**config.mk**
```make
export PLATFORM = sky130hd
export DESIGN_NAME = hazard_ctrl_flat
export DESIGN_NICKNAME = d
export VERILOG_FILES = /design/src/rtl/hazard_ctrl_if.sv /design/src/rtl/hazard_ctrl.sv /design/src/flat_wrapper.sv
export SDC_FILE = /design/constraint.sdc
export NUM_CORES = 1
export LEC_CHECK = 0
export CAP_MARGIN = 20
export CORE_MARGIN = 2
export CORE_UTILIZATION = 35
export DETAILED_ROUTE_END_ITERATION = 7
export SLEW_MARGIN = 20
export SYNTH_ARGS = -nofsm -noshare
export SYNTH_HDL_FRONTEND = slang
export SYNTH_SLANG_ARGS = --single-unit
```
**constraint.sdc**
```tcl
create_clock -name clk -period 5.8 [get_ports clk]
set_input_delay 0.87 -clock clk [delete_from_list [all_inputs] [get_ports clk]]
set_output_delay 0.87 -clock clk [all_outputs]
set_load 0.02 [all_outputs]
```
**src/rtl/hazard_ctrl_if.sv**
```systemverilog
// Pipeline-side view of the hazard controller: hazard sources in, per-stage
// stall/flush controls and performance counters out.
interface hazard_ctrl_if;
  logic [4:0]  ID_rs1_addr;
  logic [4:0]  ID_rs2_addr;
  logic        ID_rs1_used;
  logic        ID_rs2_used;
  logic [4:0]  EX_rd_addr;
  logic        EX_MemRead;
  logic        EX_redirect;
  logic        MEM_MemAccess;
  logic        MEM_ioAccess;
  logic        io_ready;

  logic        pc_stall;
  logic        IF_ID_stall;
  logic        ID_EX_stall;
  logic        EX_MEM_stall;
  logic        IF_ID_flush;
  logic        ID_EX_flush;
  logic        MEM_WB_flush;
  logic        io_timeout;
  logic [31:0] stall_cycles;
  logic [31:0] flush_events;

  modport master (
    output ID_rs1_addr, ID_rs2_addr, ID_rs1_used, ID_rs2_used,
           EX_rd_addr, EX_MemRead, EX_redirect,
           MEM_MemAccess, MEM_ioAccess, io_ready,
    input  pc_stall, IF_ID_stall, ID_EX_stall, EX_MEM_stall,
           IF_ID_flush, ID_EX_flush, MEM_WB_flush,
           io_timeout, stall_cycles, flush_events
  );

  modport slave (
    input  ID_rs1_addr, ID_rs2_addr, ID_rs1_used, ID_rs2_used,
           EX_rd_addr, EX_MemRead, EX_redirect,
           MEM_MemAccess, MEM_ioAccess, io_ready,
    output pc_stall, IF_ID_stall, ID_EX_stall, EX_MEM_stall,
           IF_ID_flush, ID_EX_flush, MEM_WB_flush,
           io_timeout, stall_cycles, flush_events
  );
endinterface

```
**src/rtl/hazard_ctrl.sv**
```systemverilog
// Five-stage pipeline sequencing: load-use bubbles, redirect squashes and
// multi-cycle MEM holds, with stall/flush performance counters.
module hazard_ctrl #(
  parameter int MEM_LAT    = 2,
  parameter int IO_TIMEOUT = 255
) (
  input logic          clk,
  input logic          rstn,
  hazard_ctrl_if.slave hz
);

  localparam logic [7:0] LAT_LAST     = 8'(MEM_LAT - 1);
  localparam logic [7:0] TIMEOUT_LAST = 8'(IO_TIMEOUT);
  localparam bit         LAT_HOLD     = (MEM_LAT > 1);

  typedef enum logic [1:0] {IDLE, LAT_WAIT, IO_WAIT} state_t;

  state_t      state_q, state_d;
  logic [7:0]  cnt_q, cnt_d;
  logic        mem_hold;
  logic        timeout_rel;
  logic        load_use;
  logic        redirect_act;
  logic        pc_stall_c, if_id_stall_c, id_ex_stall_c, ex_mem_stall_c;
  logic        if_id_flush_c, id_ex_flush_c, mem_wb_flush_c;
  logic [31:0] stall_q, flush_q;

  // NOTE: state registers use non-blocking assignments so every flop samples
  // pre-edge values; blocking here would create order-dependent races.
  always_ff @(posedge clk or negedge rstn) begin
    if (!rstn) begin
      state_q <= IDLE;
      cnt_q   <= 8'd0;
    end else begin
      state_q <= state_d;
      cnt_q   <= cnt_d;
    end
  end

  // NOTE: every always_comb output gets a default first; a path that leaves
  // one unassigned would infer a latch.
  always_comb begin
    state_d     = state_q;
    cnt_d       = cnt_q;
    mem_hold    = 1'b0;
    timeout_rel = 1'b0;
    unique case (state_q)
      IDLE: begin
        if (hz.MEM_MemAccess && hz.MEM_ioAccess && !hz.io_ready) begin
          mem_hold = 1'b1;
          cnt_d    = 8'd1;
          state_d  = IO_WAIT;
        end else if (hz.MEM_MemAccess && !hz.MEM_ioAccess && LAT_HOLD) begin
          mem_hold = 1'b1;
          cnt_d    = 8'd1;
          state_d  = LAT_WAIT;
        end
      end
      LAT_WAIT: begin
        if (cnt_q == LAT_LAST) begin
          state_d = IDLE;
        end else begin
          mem_hold = 1'b1;
          cnt_d    = cnt_q + 8'd1;
        end
      end
      IO_WAIT: begin
        if (hz.io_ready) begin
          state_d = IDLE;
        end else if (cnt_q == TIMEOUT_LAST) begin
          timeout_rel = 1'b1;
          state_d     = IDLE;
        end else begin
          mem_hold = 1'b1;
          cnt_d    = cnt_q + 8'd1;
        end
      end
      default: state_d = IDLE;
    endcase
  end

  assign load_use = hz.EX_MemRead && (hz.EX_rd_addr != 5'd0) &&
                    ((hz.ID_rs1_used && (hz.ID_rs1_addr == hz.EX_rd_addr)) ||
                     (hz.ID_rs2_used && (hz.ID_rs2_addr == hz.EX_rd_addr)));

  // Priority: MEM hold freezes everything (a redirect waits in ID/EX for the
  // release cycle), then redirect squashes, then the load-use bubble.
  always_comb begin
    pc_stall_c     = 1'b0;
    if_id_stall_c  = 1'b0;
    id_ex_stall_c  = 1'b0;
    ex_mem_stall_c = 1'b0;
    if_id_flush_c  = 1'b0;
    id_ex_flush_c  = 1'b0;
    mem_wb_flush_c = 1'b0;
    redirect_act   = 1'b0;
    if (rstn) begin
      if (mem_hold) begin
        pc_stall_c     = 1'b1;
        if_id_stall_c  = 1'b1;
        id_ex_stall_c  = 1'b1;
        ex_mem_stall_c = 1'b1;
        mem_wb_flush_c = 1'b1;
      end else if (hz.EX_redirect) begin
        if_id_flush_c = 1'b1;
        id_ex_flush_c = 1'b1;
        redirect_act  = 1'b1;
      end else if (load_use) begin
        pc_stall_c    = 1'b1;
        if_id_stall_c = 1'b1;
        id_ex_flush_c = 1'b1;
      end
    end
  end

  // NOTE: only control state and counters take reset; the datapath registers
  // these controls act on are qualified by the flush bubbles instead.
  always_ff @(posedge clk or negedge rstn) begin
    if (!rstn) begin
      stall_q <= 32'd0;
      flush_q <= 32'd0;
    end else begin
      if (pc_stall_c)   stall_q <= stall_q + 32'd1;
      if (redirect_act) flush_q <= flush_q + 32'd1;
    end
  end

  assign hz.pc_stall     = pc_stall_c;
  assign hz.IF_ID_stall  = if_id_stall_c;
  assign hz.ID_EX_stall  = id_ex_stall_c;
  assign hz.EX_MEM_stall = ex_mem_stall_c;
  assign hz.IF_ID_flush  = if_id_flush_c;
  assign hz.ID_EX_flush  = id_ex_flush_c;
  assign hz.MEM_WB_flush = mem_wb_flush_c;
  assign hz.io_timeout   = rstn && timeout_rel;
  assign hz.stall_cycles = stall_q;
  assign hz.flush_events = flush_q;

endmodule

```
**src/flat_wrapper.sv**
```systemverilog
// flat-port wrapper written by rule: the top's interface ports become plain ports
module hazard_ctrl_flat 
#(
  parameter int MEM_LAT    = 2,
  parameter int IO_TIMEOUT = 255
)
  (clk, rstn, hz_ID_rs1_addr, hz_ID_rs2_addr, hz_ID_rs1_used, hz_ID_rs2_used, hz_EX_rd_addr, hz_EX_MemRead, hz_EX_redirect, hz_MEM_MemAccess, hz_MEM_ioAccess, hz_io_ready, hz_pc_stall, hz_IF_ID_stall, hz_ID_EX_stall, hz_EX_MEM_stall, hz_IF_ID_flush, hz_ID_EX_flush, hz_MEM_WB_flush, hz_io_timeout, hz_stall_cycles, hz_flush_events);
  hazard_ctrl_if hz_i ();
  input logic clk;
  input logic rstn;
  input wire logic [$bits(hz_i.ID_rs1_addr)-1:0] hz_ID_rs1_addr;
  input wire logic [$bits(hz_i.ID_rs2_addr)-1:0] hz_ID_rs2_addr;
  input wire logic [$bits(hz_i.ID_rs1_used)-1:0] hz_ID_rs1_used;
  input wire logic [$bits(hz_i.ID_rs2_used)-1:0] hz_ID_rs2_used;
  input wire logic [$bits(hz_i.EX_rd_addr)-1:0] hz_EX_rd_addr;
  input wire logic [$bits(hz_i.EX_MemRead)-1:0] hz_EX_MemRead;
  input wire logic [$bits(hz_i.EX_redirect)-1:0] hz_EX_redirect;
  input wire logic [$bits(hz_i.MEM_MemAccess)-1:0] hz_MEM_MemAccess;
  input wire logic [$bits(hz_i.MEM_ioAccess)-1:0] hz_MEM_ioAccess;
  input wire logic [$bits(hz_i.io_ready)-1:0] hz_io_ready;
  output wire logic [$bits(hz_i.pc_stall)-1:0] hz_pc_stall;
  output wire logic [$bits(hz_i.IF_ID_stall)-1:0] hz_IF_ID_stall;
  output wire logic [$bits(hz_i.ID_EX_stall)-1:0] hz_ID_EX_stall;
  output wire logic [$bits(hz_i.EX_MEM_stall)-1:0] hz_EX_MEM_stall;
  output wire logic [$bits(hz_i.IF_ID_flush)-1:0] hz_IF_ID_flush;
  output wire logic [$bits(hz_i.ID_EX_flush)-1:0] hz_ID_EX_flush;
  output wire logic [$bits(hz_i.MEM_WB_flush)-1:0] hz_MEM_WB_flush;
  output wire logic [$bits(hz_i.io_timeout)-1:0] hz_io_timeout;
  output wire logic [$bits(hz_i.stall_cycles)-1:0] hz_stall_cycles;
  output wire logic [$bits(hz_i.flush_events)-1:0] hz_flush_events;
  assign hz_i.ID_rs1_addr = hz_ID_rs1_addr;
  assign hz_i.ID_rs2_addr = hz_ID_rs2_addr;
  assign hz_i.ID_rs1_used = hz_ID_rs1_used;
  assign hz_i.ID_rs2_used = hz_ID_rs2_used;
  assign hz_i.EX_rd_addr = hz_EX_rd_addr;
  assign hz_i.EX_MemRead = hz_EX_MemRead;
  assign hz_i.EX_redirect = hz_EX_redirect;
  assign hz_i.MEM_MemAccess = hz_MEM_MemAccess;
  assign hz_i.MEM_ioAccess = hz_MEM_ioAccess;
  assign hz_i.io_ready = hz_io_ready;
  assign hz_pc_stall = hz_i.pc_stall;
  assign hz_IF_ID_stall = hz_i.IF_ID_stall;
  assign hz_ID_EX_stall = hz_i.ID_EX_stall;
  assign hz_EX_MEM_stall = hz_i.EX_MEM_stall;
  assign hz_IF_ID_flush = hz_i.IF_ID_flush;
  assign hz_ID_EX_flush = hz_i.ID_EX_flush;
  assign hz_MEM_WB_flush = hz_i.MEM_WB_flush;
  assign hz_io_timeout = hz_i.io_timeout;
  assign hz_stall_cycles = hz_i.stall_cycles;
  assign hz_flush_events = hz_i.flush_events;
  hazard_ctrl #(.MEM_LAT(MEM_LAT), .IO_TIMEOUT(IO_TIMEOUT)) u_core (.clk(clk), .rstn(rstn), .hz(hz_i));
endmodule
```
-- Yosys cells after proc, flatten, opt, wreduce, memory -nomap -nowiden
Cells that the tools add are included.
- flip-flop bits (word level): 74
- latch bits: 0
- bits in writable memories: 0
- bits in read-only memories: 0
- input port bits: 24
- logic and storage cells: 68
- memories kept: 0
- $add $sub $neg: 3
- multiply operators: 0
- div/mod/pow operators: 0
- magnitude comparators: 0
- equal/unequal tests: 12
- shifts and indexed selects: 0
- muxes and demuxes: 33
- bitwise operators: 0
- reductions and logical operators: 16
- operators with widths (cell ; count):
    $add A32 B1 Y32 const B ; 2
    $mux W8 ; 5
    $pmux W8 S3 ; 1
    $mux W1 ; 20
    $eq A5 B5 Y1 ; 2
    $mux W2 ; 5
    $add A8 B1 Y8 const B ; 1
    $eq A8 B1 Y1 const B ; 1
    $eq A8 B8 Y1 const B ; 1
    $logic_and A1 B1 Y1 ; 8
    $ne A2 B2 Y1 const B ; 3
    $pmux W2 S3 ; 1
    $reduce_and A5 Y1 ; 1
    $reduce_bool A5 Y1 ; 1
    $ne A3 B1 Y1 const B ; 1
    $ne A3 B2 Y1 const B ; 1
    $pmux W1 S3 ; 1
    $reduce_and A3 Y1 ; 1
    $reduce_bool A3 Y1 ; 1
    $eq A2 B1 Y1 const B ; 1
    $eq A2 B2 Y1 const B ; 1
    $logic_not A1 Y1 ; 2
    $logic_not A2 Y1 ; 1
    $ne A2 B1 Y1 const B ; 1
    $logic_or A1 B1 Y1 ; 1

-- Depth between registers and ports, before layout
- word-level depth: 8
- depth in mapped cells: 9
- depth with buffers taken out: 9

-- Least setup slack after synthesis
No wires, ideal clock.
- path kind: input to output
- from: input hz_io_ready
- to: output hz_pc_stall
- data arrival time: 2567 ps
- data required time: 4930 ps
- slack: 2363 ps
- cell stages on the path: 6
- path through: nor2b_1 > o21ai_1 > a311oi_1 > a21oi_2 > clkinv_1 > buf_4
- word-level cells in the longest chain between the ends: 6
- ends and longest elaborated chain (item ; line ; source):
    start, declared ; flat_wrapper.sv:20 ; input wire logic [$bits(hz_i.io_ready)-1:0] hz_io_ready;
    $logic_not A1 Y1 ; hazard_ctrl.sv:49 ; if (hz.MEM_MemAccess && hz.MEM_ioAccess && !hz.io_ready) begin
    $logic_and A1 B1 Y1 ; hazard_ctrl.sv:49 ;
    $mux W1 ; hazard_ctrl.sv:49 ;
    $pmux W1 S3 * ; hazard_ctrl.sv:47 ; unique case (state_q)
    $mux W1 * (2 in series) ; - ;
    end, declared ; flat_wrapper.sv:21 ; output wire logic [$bits(hz_i.pc_stall)-1:0] hz_pc_stall;
Every way passes the cells marked *; elsewhere a longest branch is shown, timed or not.

-- Final worst setup path
- from: input hz_EX_rd_addr[0]
- to: output hz_IF_ID_stall
- word-level cells in the longest chain between the ends: 8
- ends and longest elaborated chain (item ; line ; source):
    start, declared ; flat_wrapper.sv:15 ; input wire logic [$bits(hz_i.EX_rd_addr)-1:0] hz_EX_rd_addr;
    $eq A5 B5 Y1, on equally long branches ; hazard_ctrl.sv:83, hazard_ctrl.sv:84 ;
    $logic_and A1 B1 Y1, on equally long branches ; hazard_ctrl.sv:83, hazard_ctrl.sv:84 ;
    $logic_or A1 B1 Y1 ; hazard_ctrl.sv:83 ; ((hz.ID_rs1_used && (hz.ID_rs1_addr == hz.EX_rd_addr)) ||
    $logic_and A1 B1 Y1 * ; hazard_ctrl.sv:82 ; assign load_use = hz.EX_MemRead && (hz.EX_rd_addr != 5'd0) &&
    $mux W1 * ; hazard_ctrl.sv:108 ; end else if (load_use) begin
    $mux W1 * ; hazard_ctrl.sv:104 ; end else if (hz.EX_redirect) begin
    $mux W1 * ; hazard_ctrl.sv:98 ; if (mem_hold) begin
    $mux W1 * ; hazard_ctrl.sv:97 ; if (rstn) begin
    end, declared ; flat_wrapper.sv:22 ; output wire logic [$bits(hz_i.IF_ID_stall)-1:0] hz_IF_ID_stall;
Marks and branches as above.

==> impl_results.md <==
* Core ar. at 0.0108 mm2
* Global router's overall resource usage at 16.3%
* Sequential share of power at a little under 50%
* Family with the most delay on the worst path: buffers and inverters
* Die X at 109 um
* H-tree levels at 3
* 1st-pass router iterations at 4
* Critical R2R Capture: u_core.hz.stall_cycles[31]
* GR Overflow Total at 0
* CP peak stage delay at 620 ps
* Setup ws final at 1330 ps
* Hold crit path type: register to register
* Most used cell, CP: clkdlybuf4s50_1
* Postcts setup bufs at 0
* Clock share of power at 33.8%
* Post-Syn Nets at about 410
* Post-synthesis sequential area ratio at 48.2%
* Reg clk slew, reported paths at 80 ps
* Switching share of total power at 28.3%
* MaxCap Viol Count at 0
* CTS resizes at 0
* Most common cell in the netlist: dfrtp_1
* Vias in the first global route at 3117
* Detailed Route Iter0 Violations at 210
* Part of the power in combinational logic at roughly 18%
* CTS tree: built
* Status: finished, final reports clean
* Share of cells above drive strength 1 at under 10%
* Internal at 0.000881 W
* CP cell instances: clkdlybuf4s50_1, or4_1, o21ai_0, nor3_1, a21oi_2, buf_4, clkinv_1, clkdlybuf4s50_1
* Initial Util at roughly 36%
* Critical Path AT at 3600 ps
* Synth top cells by count: dfrtp_1 (74), xnor2_1 (39), xor2_1 (33)
* First-pass GRT wire length at 15200 um
* P_sw at 0.000348 W
* R2R depth at 10
* GR met2 Demand/Resource at 25.7%
* Final Hold Fails at 0
* CP bufs+invs at 4
* Cells after Synth at 373
* Worst setup path startpoint: hz_EX_rd_addr[0]
* Mapped cell area at ~0.0038 mm2
* Worst Skew at 12.1 ps
* Die height at ~110 um
* I/O pins at 96
* Synth top area cells: dfrtp_1 (48%), xnor2_1 (8.9%), xor2_1 (7.5%), nand3_1 (4.0%), nand4_1 (3.6%)
* Slew margin rel. at 36.3%
* Final ANT Viol Nets at 0
* Met1 Usage GRT at 22.4%
* Ant diodes at 0
* Initial antenna violation count at 0
* WS Path Type: input port to primary output
* Pre-CTS setup slack at 1340 ps
* Crit-path max FO at 26
* Data required time of the worst path at 4930 ps
* Critical path depth at 8
* Static Leak at 2.13 nW
* Final Routed Wirelength at between 9000 and 10000 um
* Area Overhead vs Synth at 33.3%
* Critical path launch point type: input port
* Sum Neg Setup Slack at 0 ps
* Fin crit share at 77.0%
* Synth Flop Type: dfrtp_1
* Fin. max-slew vios at 0
* R2R Setup Slk at about 3000 ps
* Die area at 0.0118 mm2
* Largest net degree at the start of global routing at 76
* Num CTS Buffers at 9
* Routed vias at ~3100
* Pwr dens at 240 mW/mm2
* Ys async rst share at between 90% and 100%
* Max VDD drop at 0.119 mV
* DR DRC count at 0
* # setup viols final at 0
* GRT Max-Usage Layer: met2
* F_max at 0.224 GHz
* Final nets at ~500
* RSZ-0062 raised after global routing: false
* Port bufs at 95
* Worst-Margin Slew at 956 ps
* CP Capture Point: hz_IF_ID_stall
* Clk sinks at 74
* Clk buf depth at 2
* Hold buffer count at cts at 0
* Minimum clock period at approximately 4500 ps
* Synth cell types at 45
* Synth top area share at between 40 and 50%
* Root buf cell: clkbuf_8
* EDFF count, synth at 0
* Worst path slowest cell: clkdlybuf4s50_1
* Via density at 5.11
* Post-DP HPWL at 6740 um
* Syn_area_per_cell at 10.3 um2
* Synth area leader: dfrtp_1
* # rows at 38
* Ys Warns at 0
* GPL Wtd Cong at between 0.8 and 0.9
* Worst-Skew Late Latency at around 340 ps
* Reg2reg start: u_core.cnt_q[1]
* Routed wire per std cell at 15.0 um
* Endpoint class of the critical path: primary output
* Yosys reg bits at 74
* Filler cells at 1032
* Met3 Use GR at 2.93%
==> worst min path at each step <==
stage,start,endpoint,cells past startpoint
5_1_grt,u_core.hz.flush_events[31],u_core.hz.flush_events[31],1
4_1_cts,u_core.hz.flush_events[31],u_core.hz.flush_events[31],1
2_1_floorplan,u_core.cnt_q[6],u_core.cnt_q[6],1
3_3_place_gp,u_core.hz.stall_cycles[31],u_core.hz.stall_cycles[31],1
3_5_place_dp,u_core.hz.flush_events[31],u_core.hz.flush_events[31],1
6_report,u_core.hz.flush_events[31],u_core.hz.flush_events[31],1
==> cell type report <==
class                      count  area, um2  area share, %
clock inverter                 4       50.0          0.978
timing repair buffer          97        963           18.8
sequential                    74       1850           36.2
tap                          140        175           3.42
multi-input combinational    274       1880           36.6
inverter                      13       48.8          0.953
clock buffer                  12        155           3.03
==> sequential cells by signal (all words and copies together) (netlist names) <==
name / count
u_core.hz.flush_events: 32
u_core.hz.stall_cycles: 32
u_core.cnt_q: 8
u_core.state_q: 2
==> routing by layer <==
metal,routed length [um],vias to the layer above,share of wire [%]
met4,134,0,1.5
met1,4340,1533,47
met3,422,11,4.6
li1,-,1524,-
met5,0,-,0
met2,4320,70,47
==> cells in the final DEF (no fill, tap or decap), types with 2 or more instances in the layout <==
master | Yosys | routed
or3_1 | 2 | 2
nor4_4 | 2 | 2
clkbuf_8 | 0 | 11
a21oi_2 | 2 | 2
ha_1 | 8 | 8
dfrtp_1 | 74 | 74
o31ai_1 | 5 | 5
nand3_1 | 31 | 31
o21ai_0 | 11 | 11
or4_1 | 2 | 2
a22o_1 | 2 | 2
clkdlybuf4s50_1 | 0 | 94
clkinvlp_4 | 0 | 2
nor3_1 | 18 | 18
xnor2_1 | 39 | 39
nand2_1 | 27 | 27
and3_1 | 9 | 9
a31oi_1 | 2 | 2
and4_1 | 4 | 4
xor2_1 | 33 | 33
nand2b_1 | 2 | 2
mux2_2 | 2 | 2
nand4_1 | 22 | 22
inv_1 | 12 | 12
nor2b_1 | 3 | 3
nor2_1 | 15 | 15
nor3b_1 | 2 | 2
nor4_1 | 16 | 16
buf_4 | 3 | 3
==> cell families (layout without fill, tap and decap cells) <==
group,count (synthesis),after routing,synth area share [%]
buf+inv,25,126,2.93
xor+xnor,72,72,16.4
fa+ha+maj,8,8,2.61
mux,2,2,0.586
compound gates,33,33,6.06
simple gates,159,159,23.2
flops,74,74,48.2
==> stage by stage <==
stage / util [%] / area [um2] / cells / hold slack [ps] / power (W)
floorplan: - / 3840 / 373 / 472 / 0.000705
global placement: 45.5 / 4910 / 598 / 460 / 0.000827
detailed placement: 45.5 / 4910 / 598 / 458 / 0.000828
CTS: 47.4 / 5120 / 614 / 472 / 0.00125
global route: 47.4 / 5120 / 614 / 484 / 0.00129
finish: 47.4 / 5120 / 614 / 466 / 0.00123
==> power by group through the flow <==
stage | sequential, W | clock (W) | combinational (W)
after floorplan | 0.000637 | 0 | 0.0000677
after global placement | 0.000605 | 0 | 0.000221
after detailed placement | 0.000605 | 0 | 0.000223
after CTS | 0.000595 | 0.000427 | 0.000224
after global routing | 0.000601 | 0.000447 | 0.000242
final | 0.000593 | 0.000416 | 0.000220
(Power assumes the default switching activity.)
